<file path="config.mk">
export PLATFORM = sky130hd
export DESIGN_NAME = lsu_mem_master
export DESIGN_NICKNAME = d
export VERILOG_FILES = /design/src/rtl/lsu_mem_master.sv
export SDC_FILE = /design/constraint.sdc
export NUM_CORES = 1
export LEC_CHECK = 0
export CELL_PAD_IN_SITES_DETAIL_PLACEMENT = 1
export CELL_PAD_IN_SITES_GLOBAL_PLACEMENT = 1
export CORE_MARGIN = 5
export CORE_UTILIZATION = 34
export DETAILED_ROUTE_END_ITERATION = 16
export MAX_ROUTING_LAYER = met4
export PLACE_DENSITY = 0.85
export SLEW_MARGIN = 5
export SYNTH_ARGS = -nofsm -noshare
export SYNTH_HDL_FRONTEND = slang
export SYNTH_SLANG_ARGS = --single-unit
</file>
<file path="constraint.sdc">
create_clock -name i_clk -period 3.7 [get_ports i_clk]
set_input_delay 0.925 -clock i_clk [delete_from_list [all_inputs] [get_ports i_clk]]
set_output_delay 0.925 -clock i_clk [all_outputs]
set_load 0.02 [all_outputs]
</file>
<file path="src/rtl/lsu_mem_master.sv">
// lsu_mem_master: core-side load/store initiator for a word-addressed,
// byte-masked data memory with combinational read data.
//
// One request is taken at a time. Stores are lane-shifted and masked, and
// loads are extracted and then sign- or zero-extended. Every accepted request
// produces exactly one response pulse.
//
// Optional feature macro: LSU_MISALIGN_SPLIT_EN
//   defined   - misaligned H/W accesses are performed. An access that crosses a
//               word boundary uses a second beat (ACC1).
//   undefined - any misaligned access returns an error response and issues no
//               memory beat. ACC1 and the second-word path are not built.
//
// Ports
//   i_clk, i_reset_n      clock, asynchronous active-low reset
//   i_req_valid/o_req_ready  request handshake (ready only while idle)
//   i_req_we, i_funct3    store flag, RV32I size/sign code
//   i_addr, i_wdata       byte address, right-justified store data
//   o_rsp_valid/o_rsp_err one-cycle response pulse and error flag
//   o_rdata               extended load data (0 for stores and errors)
//   o_mem_addr/wdata/bmask/wren  memory beat, valid only in ACC states
//   i_mem_rdata           combinational read word for o_mem_addr
module lsu_mem_master #(
   parameter int unsigned ADDR_W = 32
) (
   input  logic              i_clk,
   input  logic              i_reset_n,
   input  logic              i_req_valid,
   output logic              o_req_ready,
   input  logic              i_req_we,
   input  logic [2:0]        i_funct3,
   input  logic [ADDR_W-1:0] i_addr,
   input  logic [31:0]       i_wdata,
   output logic              o_rsp_valid,
   output logic              o_rsp_err,
   output logic [31:0]       o_rdata,
   output logic [ADDR_W-1:0] o_mem_addr,
   output logic [31:0]       o_mem_wdata,
   output logic [3:0]        o_mem_bmask,
   output logic              o_mem_wren,
   input  logic [31:0]       i_mem_rdata
);

   typedef enum logic [1:0] {
      ST_IDLE = 2'd0,
      ST_ACC0 = 2'd1,
      ST_RESP = 2'd2
`ifdef LSU_MISALIGN_SPLIT_EN
      , ST_ACC1 = 2'd3
`endif
   } state_t;

   // Byte-lane footprint of an access size, before lane shifting.
   function automatic logic [3:0] size_mask(input logic [1:0] sz);
      case (sz)
         2'b00:   size_mask = 4'b0001;
         2'b01:   size_mask = 4'b0011;
         default: size_mask = 4'b1111;
      endcase
   endfunction

   // Extend the right-justified load value according to funct3.
   function automatic logic [31:0] load_ext(input logic [31:0] v, input logic [2:0] f3);
      case (f3)
         3'b000:  load_ext = {{24{v[7]}}, v[7:0]};
         3'b001:  load_ext = {{16{v[15]}}, v[15:0]};
         3'b100:  load_ext = {24'b0, v[7:0]};
         3'b101:  load_ext = {16'b0, v[15:0]};
         default: load_ext = v;
      endcase
   endfunction

   state_t              state_q, state_d;
   logic                req_we_q;
   logic [2:0]          req_f3_q;
   logic [1:0]          req_off_q;
   logic [4:0]          req_sh;

   logic                ready_d, rsp_valid_d, rsp_err_d, wren_d;
   logic [31:0]         rdata_d, mem_wdata_d;
   logic [ADDR_W-1:0]   mem_addr_d;
   logic [3:0]          bmask_d;

   logic [1:0]          in_off;
   logic                in_is_h, in_is_w, in_illegal, in_err;
   logic [ADDR_W-1:0]   in_word;
   logic [31:0]         lo_data;
   logic [3:0]          lo_mask;
   logic [31:0]         rd_shift, rsp_data;

`ifdef LSU_MISALIGN_SPLIT_EN
   logic [ADDR_W-1:0]   req_word_q;
   logic [31:0]         req_wdata_q;
   logic                req_cross_q;
   logic [31:0]         word0_q;
   logic                in_cross;
   logic [31:0]         hi_data;
   logic [3:0]          hi_mask;
   logic [63:0]         rd_wide;
`else
   logic                in_mis;
`endif

   // Classification of the incoming request.
   assign in_off     = i_addr[1:0];
   assign in_is_h    = (i_funct3[1:0] == 2'b01);
   assign in_is_w    = (i_funct3[1:0] == 2'b10);
   assign in_illegal = (i_funct3 == 3'b011) || (i_funct3[2:1] == 2'b11) || (i_req_we && i_funct3[2]);
`ifdef LSU_MISALIGN_SPLIT_EN
   assign in_cross   = (in_is_h && (in_off == 2'd3)) || (in_is_w && (in_off != 2'd0));
   assign in_err     = in_illegal;
`else
   assign in_mis     = (in_is_h && in_off[0]) || (in_is_w && (in_off != 2'd0));
   assign in_err     = in_illegal || in_mis;
`endif

   // First beat is built straight from the request so it is ready in ACC0.
   assign in_word = {i_addr[ADDR_W-1:2], 2'b00};
   assign lo_data = i_wdata << {in_off, 3'b000};
   assign lo_mask = size_mask(i_funct3[1:0]) << in_off;

   assign req_sh  = {req_off_q, 3'b000};

`ifdef LSU_MISALIGN_SPLIT_EN
   // Second beat carries the bytes shifted past the first word.
   assign hi_data  = 32'(({32'b0, req_wdata_q} << req_sh) >> 32);
   assign hi_mask  = 4'((8'(size_mask(req_f3_q[1:0])) << req_off_q) >> 4);
   assign rd_wide  = (state_q == ST_ACC1) ? {i_mem_rdata, word0_q} : {32'b0, i_mem_rdata};
   assign rd_shift = 32'(rd_wide >> req_sh);
`else
   assign rd_shift = i_mem_rdata >> req_sh;
`endif
   assign rsp_data = req_we_q ? 32'b0 : load_ext(rd_shift, req_f3_q);

   // State, request capture and registered outputs.
   always_ff @(posedge i_clk or negedge i_reset_n) begin
      if (!i_reset_n) begin
         state_q     <= ST_IDLE;
         o_req_ready <= 1'b1;
         o_rsp_valid <= 1'b0;
         o_rsp_err   <= 1'b0;
         o_rdata     <= '0;
         o_mem_addr  <= '0;
         o_mem_wdata <= '0;
         o_mem_bmask <= '0;
         o_mem_wren  <= 1'b0;
         req_we_q    <= 1'b0;
         req_f3_q    <= '0;
         req_off_q   <= '0;
`ifdef LSU_MISALIGN_SPLIT_EN
         req_word_q  <= '0;
         req_wdata_q <= '0;
         req_cross_q <= 1'b0;
         word0_q     <= '0;
`endif
      end else begin
         state_q     <= state_d;
         o_req_ready <= ready_d;
         o_rsp_valid <= rsp_valid_d;
         o_rsp_err   <= rsp_err_d;
         o_rdata     <= rdata_d;
         o_mem_addr  <= mem_addr_d;
         o_mem_wdata <= mem_wdata_d;
         o_mem_bmask <= bmask_d;
         o_mem_wren  <= wren_d;
         if ((state_q == ST_IDLE) && i_req_valid && o_req_ready) begin
            req_we_q    <= i_req_we;
            req_f3_q    <= i_funct3;
            req_off_q   <= in_off;
`ifdef LSU_MISALIGN_SPLIT_EN
            req_word_q  <= in_word;
            req_wdata_q <= i_wdata;
            req_cross_q <= in_cross;
`endif
         end
`ifdef LSU_MISALIGN_SPLIT_EN
         if (state_q == ST_ACC0) begin
            word0_q <= i_mem_rdata;
         end
`endif
      end
   end

   // Next state and next registered outputs.
   always_comb begin
      state_d     = state_q;
      ready_d     = 1'b0;
      rsp_valid_d = 1'b0;
      rsp_err_d   = 1'b0;
      rdata_d     = '0;
      mem_addr_d  = '0;
      mem_wdata_d = '0;
      bmask_d     = '0;
      wren_d      = 1'b0;
      case (state_q)
         ST_IDLE: begin
            ready_d = 1'b1;
            if (i_req_valid && o_req_ready) begin
               ready_d = 1'b0;
               if (in_err) begin
                  state_d     = ST_RESP;
                  rsp_valid_d = 1'b1;
                  rsp_err_d   = 1'b1;
               end else begin
                  state_d    = ST_ACC0;
                  mem_addr_d = in_word;
                  if (i_req_we) begin
                     mem_wdata_d = lo_data;
                     bmask_d     = lo_mask;
                     wren_d      = |lo_mask;
                  end
               end
            end
         end
         ST_ACC0: begin
`ifdef LSU_MISALIGN_SPLIT_EN
            if (req_cross_q) begin
               state_d    = ST_ACC1;
               mem_addr_d = req_word_q + ADDR_W'(4);
               if (req_we_q) begin
                  mem_wdata_d = hi_data;
                  bmask_d     = hi_mask;
                  wren_d      = |hi_mask;
               end
            end else
`endif
            begin
               state_d     = ST_RESP;
               rsp_valid_d = 1'b1;
               rdata_d     = rsp_data;
            end
         end
`ifdef LSU_MISALIGN_SPLIT_EN
         ST_ACC1: begin
            state_d     = ST_RESP;
            rsp_valid_d = 1'b1;
            rdata_d     = rsp_data;
         end
`endif
         ST_RESP: begin
            state_d = ST_IDLE;
            ready_d = 1'b1;
         end
         default: begin
            state_d = ST_IDLE;
            ready_d = 1'b1;
         end
      endcase
   end

endmodule

</file>
==> metrics, run 1 <==
drt first pass iters=4; Mapped Area=0.00456 mm2; # H-tree levels=3; Worst-path clk slew=0.07 ns; Yosys warning count=0; Die ar.=~0.016 mm2; reported net switching power=0.000955 W; share of cells above drive strength 1=8.11%; CTS tree=done; final hold violations=0; total chip power=about 0.0032 W; cts repair resizes=0; Final Wtd Congestion=0.907; syn avg cell area=12.3 um2; RSZ-0062 raised after global routing=false; fin crit period=about 2.6 ns; sw frac=about 30%; worst rel slew slack=27.5%; # setup viols final=0; post-DP HPWL=11400 um; DRT iter0 DRCs=230; Required @ worst endpoint=roughly 3.9 ns; Area Growth Syn to Fin=54.3%; register area share after synthesis=60.4%; Num CTS Buffers=9; FMAX=around 380 MHz; clock buffer depth=2; reg-to-reg endpoint=o_rdata[17]; slack of the worst reg-to-reg path=1.42 ns; Leak=approximately 3.0 nW; Pwr per Cell Area=453 mW/mm2; vias in the first global route=4169; ANT nets after route=0; Rows=42; largest net degree at the start of global routing=83; fin cells=743; r2r worst-path depth=3; Final Net Count=665; GRT Overall Usage=19.2%; area of the core=0.0132 mm2; Worst Setup SP=i_funct3[0]; port bufs=between 200 and 250; area taken by flip-flops and latches=between 0.002 and 0.003 mm2; Distinct cells, synth=41; Setup Fix Bufs, Post-CTS=0; crit-path max FO=18; fin. max-slew vios=0; Crit Path Class=input port to flip-flop; residual DRC count=0; number of synthesized register bits=110; Slew @ Worst Pin=1.09 ns; area of the multi-input gates=between 0.0015 and 0.002 mm2; Die Ht=126 um; max cap viols=0; Horiz. Die Dim=126 um; clock skew=roughly 0.0059 ns; dpl ws=0.723 ns; Initial Utilization=34.5%; critical path endpoint category=flip-flop; Tcrit/Tclk final=between 70% and 80%; final WL=around 15000 um; initial antenna violation count=0; remaining global-route overflow=0; Worst Hold Class=input port to async pin; Clock Power Share=30.9%; sequential share of power=a little over two fifths; Critical Path AT=2.85 ns; worst setup path endpoint=o_mem_wdata[7]; Internal Dissipation=0.00223 W; first-pass GRT wire length=between 20000 and 25000 um; Root Buffer=clkbuf_16; CP Launch Type=input port; outcome=finished clean; part of the power in combinational logic=25.1%; I/O pin count=207; RR Startpoint=req_off_q[0]; Clk Latency, worst-skew pair=0.34 ns; Fin Setup TNS=0 ns; Wirelength per Cell=20.1 um; Final WS setup=1.09 ns; hold buffers post-CTS=0; Filler Cell Count=about 1400; Synth Instances=around 370; DP Cell Count=727; via-per-instance ratio=approximately 5.0; DR vias=~3700; peak supply drop=0.202 mV; diode count=0; Sink Count=110
==> cells in the mapped netlist (all sizes together) <==
master	n	area, um2
a211oi	32	240
a21boi	1	11.3
a21oi	2	10.0
a221oi	9	85.1
a2bb2oi	8	70.1
and2	32	200
and4bb	1	12.5
buf	19	109
clkbuf	11	42.5
clkinv	1	3.75
conb	1	3.75
dfrtp	109	2730
dfstp	1	26.3
inv	5	18.8
mux2	12	135
mux2i	24	240
mux4	1	22.5
nand2	3	11.3
nand2b	1	6.26
nand3	9	45.0
nor2	21	78.8
nor2b	18	113
nor3	9	45.0
nor3b	10	80.1
nor4	1	21.3
o2111ai	1	15.0
o211ai	2	20.0
o21a	1	7.51
o21ai	11	55.1
o22ai	9	70.1
o2bb2ai	2	17.5
or2	1	6.26
or3	1	6.26
==> per-layer routing <==
metal	up-vias	track usage (%)	part of all wire [%]
met5	-	-	0
met4	0	4.98	1.9
met3	21	7.28	8.2
met2	163	31.7	50
met1	1845	22.3	40
li1	1700	-	-
==> power by group through the flow <==
stage / combinational [W] / clock, W / sequential (W)
global placement: 0.000782 / 0 / 0.00142
detailed placement: 0.000805 / 0 / 0.00143
CTS: 0.000810 / 0.00101 / 0.00140
floorplan: 0.000475 / 0 / 0.00140
finish: 0.000802 / 0.000984 / 0.00140
global route: 0.000866 / 0.00108 / 0.00142
==> state kept, by name, indices dropped and copies added (netlist names) <==
| signal | flops |
|---|---|
| o_mem_wdata | 32 |
| o_rdata | 32 |
| o_mem_addr | 30 |
| o_mem_bmask | 4 |
| req_f3_q | 3 |
| req_off_q | 2 |
| state_q | 2 |
| o_mem_wren | 1 |
| o_req_ready | 1 |
| o_rsp_err | 1 |
| o_rsp_valid | 1 |
| req_we_q | 1 |
==> cells by family after synthesis <==
kind of cell	Yosys count	synth area share (%)
and+or+nand+nor	107	13.7
DFF	110	60.4
other	1	0.0823
buffers and inverters	36	3.82
AOI/OAI and AO/OA	78	13.2
muxes	37	8.73
==> metrics by stage <==
| step | util (%) | instance area, um2 | hold slack [ns] |
|---|---|---|---|
| after floorplan | - | 4560 | 0.488 |
| after global placement | 51.0 | 6730 | 0.513 |
| after detailed placement | 51.0 | 6730 | 0.531 |
| after CTS | 53.3 | 7030 | 0.503 |
| after global routing | 53.3 | 7030 | 0.514 |
| final | 53.3 | 7030 | 0.497 |
==> how the worst min path moves through the flow <==
stage,startpoint,end,slack [ns],cells past startpoint
after floorplan,state_q[1],o_rsp_valid,0.49,1
after global placement,state_q[1],state_q[1],0.51,1
after detailed placement,state_q[1],state_q[1],0.53,1
after CTS,i_reset_n,o_mem_addr[29],0.50,1
after global routing,i_reset_n,o_mem_addr[24],0.51,1
final,i_reset_n,o_mem_addr[22],0.50,1
==> critical path: stages <==
cell and delay (ns):
clkdlybuf4s50_1 0.55, a221oi_2 0.49, o2111ai_2 0.50, nor3b_1 0.37
==> layout make-up <==
class / count / area share [%]
Timing Repair Buffer: 211 / 29.9
Tap cell: 176 / 3.13
Inverter: 6 / 0.320
Clock inverter: 3 / 0.605
Sequential cell: 110 / 39.2
Clock buffer: 13 / 3.70
Multi-Input combinational cell: 224 / 23.2
==> cells in the final DEF (no fill, tap or decap), types with 7 or more instances in the layout <==
| cell type | Yosys | layout |
|---|---|---|
| mux2_2 | 12 | 12 |
| nor3b_1 | 9 | 9 |
| a221oi_1 | 8 | 8 |
| nor2b_1 | 18 | 18 |
| mux2i_1 | 24 | 24 |
| dfrtp_1 | 109 | 109 |
| nand3_1 | 9 | 9 |
| a2bb2oi_1 | 8 | 8 |
| clkdlybuf4s50_1 | 0 | 202 |
| and2_1 | 32 | 32 |
| a211oi_1 | 32 | 32 |
| o22ai_1 | 8 | 8 |
| nor2_1 | 21 | 21 |
| buf_4 | 4 | 7 |
| nor3_1 | 9 | 9 |
| o21ai_0 | 11 | 11 |
| clkbuf_16 | 0 | 9 |
(Power assumes the default switching activity.)
==> run 2: changes to the inputs <==
Settings changed: CORE_UTILIZATION 34 to 28, PLACE_DENSITY 0.85 to 0.75.
Clock period 3.7 ns to 2.2 ns, I/O delays scaled along.
==> run 2 against run 1 <==
Compared with the run above:
- global-route usage fell by 2.0 points
- register-to-register slack got worse by 0.94 ns
- sequential power rose by 61%
- design area rose by 3.2%
- count of clock-buffer cells in the layout fell by 3
- largest cell class unchanged
- clock skew rose by 0.0032 ns
- non-clock buffer count rose by 17
- first-iteration DRC count fell by 41%
==> metrics, run 2 (synthesis gave the netlist of run 1 again) <==
Horiz. Die Dim=138 um; commonest cells after routing, fill and taps aside=clkdlybuf4s50_1 (202), dfrtp_1 (109), and2_1 (32), a211oi_1 (32), mux2i_1 (24); residual DRC count=0; Critical Path AT=1.49 ns; Rows=46; crit-path max FO=3; DR vias=~3800; remaining global-route overflow=0; biggest regs=o_mem_wdata: 32 flops, o_rdata: 32 flops, o_mem_addr: 30 flops; Final Wtd Congestion=around 0.9; Pwr per Cell Area=749 mW/mm2; dpl ws=-0.00438 ns; FMAX=around 490 MHz; Die Ht=138 um; CTS tree=done; hold buffers post-CTS=0; DRT iter0 DRCs=136; Die ar.=around 0.019 mm2; Worst Setup SP=o_req_ready; Final WS setup=0.156 ns; post-DP HPWL=12400 um; fin crit period=between 2 and 2.5 ns; Max Used Layer=met4; Final Net Count=682; largest net degree at the start of global routing=40; Sink Count=110; area of the core=0.0159 mm2; Setup Fix Bufs, Post-CTS=0; GRT Overall Usage=17.3%; critical path endpoint category=output port; Buf/Inv on CP=1; first-pass GRT wire length=24000 um; initial antenna violation count=0; CP Launch Type=flip-flop; Root Buffer=clkbuf_16; RR Startpoint=req_off_q[0]; WL met2=7280 um; Leak=3.12 nW; RSZ-0062 raised after global routing=false; Wirelength per Cell=roughly 20 um; clock skew=just over 0.009 ns; peak supply drop=between 0.4 and 0.5 mV; CP cell instances=clkdlybuf4s50_1; Top delay family on crit path=buffers and inverters; clock buffer depth=2; share of cells above drive strength 1=10.8%; final WL=15800 um; commonest non-fill, non-tap cell in the layout=clkdlybuf4s50_1; ANT nets after route=0; diode count=0; total chip power=approximately 0.0054 W; Area Growth Syn to Fin=59.2%; # setup viols final=0; max cap viols=0; final hold violations=0; via-per-instance ratio=4.72; outcome=finished clean; Required @ worst endpoint=1.65 ns; drt first pass iters=4; # H-tree levels=3; cts repair resizes=0; Num CTS Buffers=9; Worst Hold Class=input port to async pin; Met1 Routed Length=6410 um; Crit-path slowest cell=clkdlybuf4s50_1; Initial Utilization=between 20% and 30%; vias in the first global route=4273; port bufs=204; Crit Path Class=flip-flop to output port; slack of the worst reg-to-reg path=0.48 ns; met3 WL post-DR=1600 um; I/O pin count=207; fin. max-slew vios=0; Clk Latency, worst-skew pair=0.35 ns; Worst-path clk slew=0.07 ns; worst rel slew slack=59.3%; Critical Path Max Stage Delay=0.61 ns; Slew @ Worst Pin=0.609 ns; Tcrit/Tclk final=92.9%
## run 2: layout make-up
cell class | instances | area (um2)
Clock buffer | 10 | 229
Clock inverter | 5 | 57.6
Fill cell | 1680 | 8690
Inverter | 6 | 22.5
Multi-Input combinational cell | 224 | 1630
Sequential cell | 110 | 2750
Tap cell | 216 | 270
Timing Repair Buffer | 228 | 2290
## run 2: metal layers
layer	global-route usage [%]	up-vias
met5	-	-
met2	27.0	180
met1	19.9	1829
met3	6.46	31
met4	7.43	0
li1	-	1732
## run 2: per-stage QoR
stage | hold slack [ns] | TNS [ns] | instance area, um2 | instances | utilization [%]
global route | 0.207 | 0 | 7260 | 799 | 45.5
detailed placement | 0.535 | -0.00438 | 6970 | 784 | 43.7
floorplan | 0.254 | 0 | 4560 | 370 | -
finish | 0.172 | 0 | 7260 | 799 | 45.5
global placement | 0.516 | 0 | 6970 | 784 | 43.7
CTS | 0.177 | 0 | 7260 | 799 | 45.5
## run 2: path summary, 6_finish.rpt
path	end	cells after the start
worst max-delay path	o_req_ready	1
worst min-delay path	o_rdata[8]	1
worst max register to register	o_rdata[8]	4
worst min register to register	req_we_q	1
max in group asynchronous	o_rdata[1]	2
min in group i_clk	req_we_q	1
## run 2: report_power, final
group	switching [W]	leakage [nW]	internal, W	total (W)
Clock	0.000757	0.143	0.000883	0.00164
Sequential	0.000103	1.51	0.00215	0.00226
Combinational	0.000807	1.46	0.000732	0.00154
Total	0.00167	3.12	0.00377	0.00543
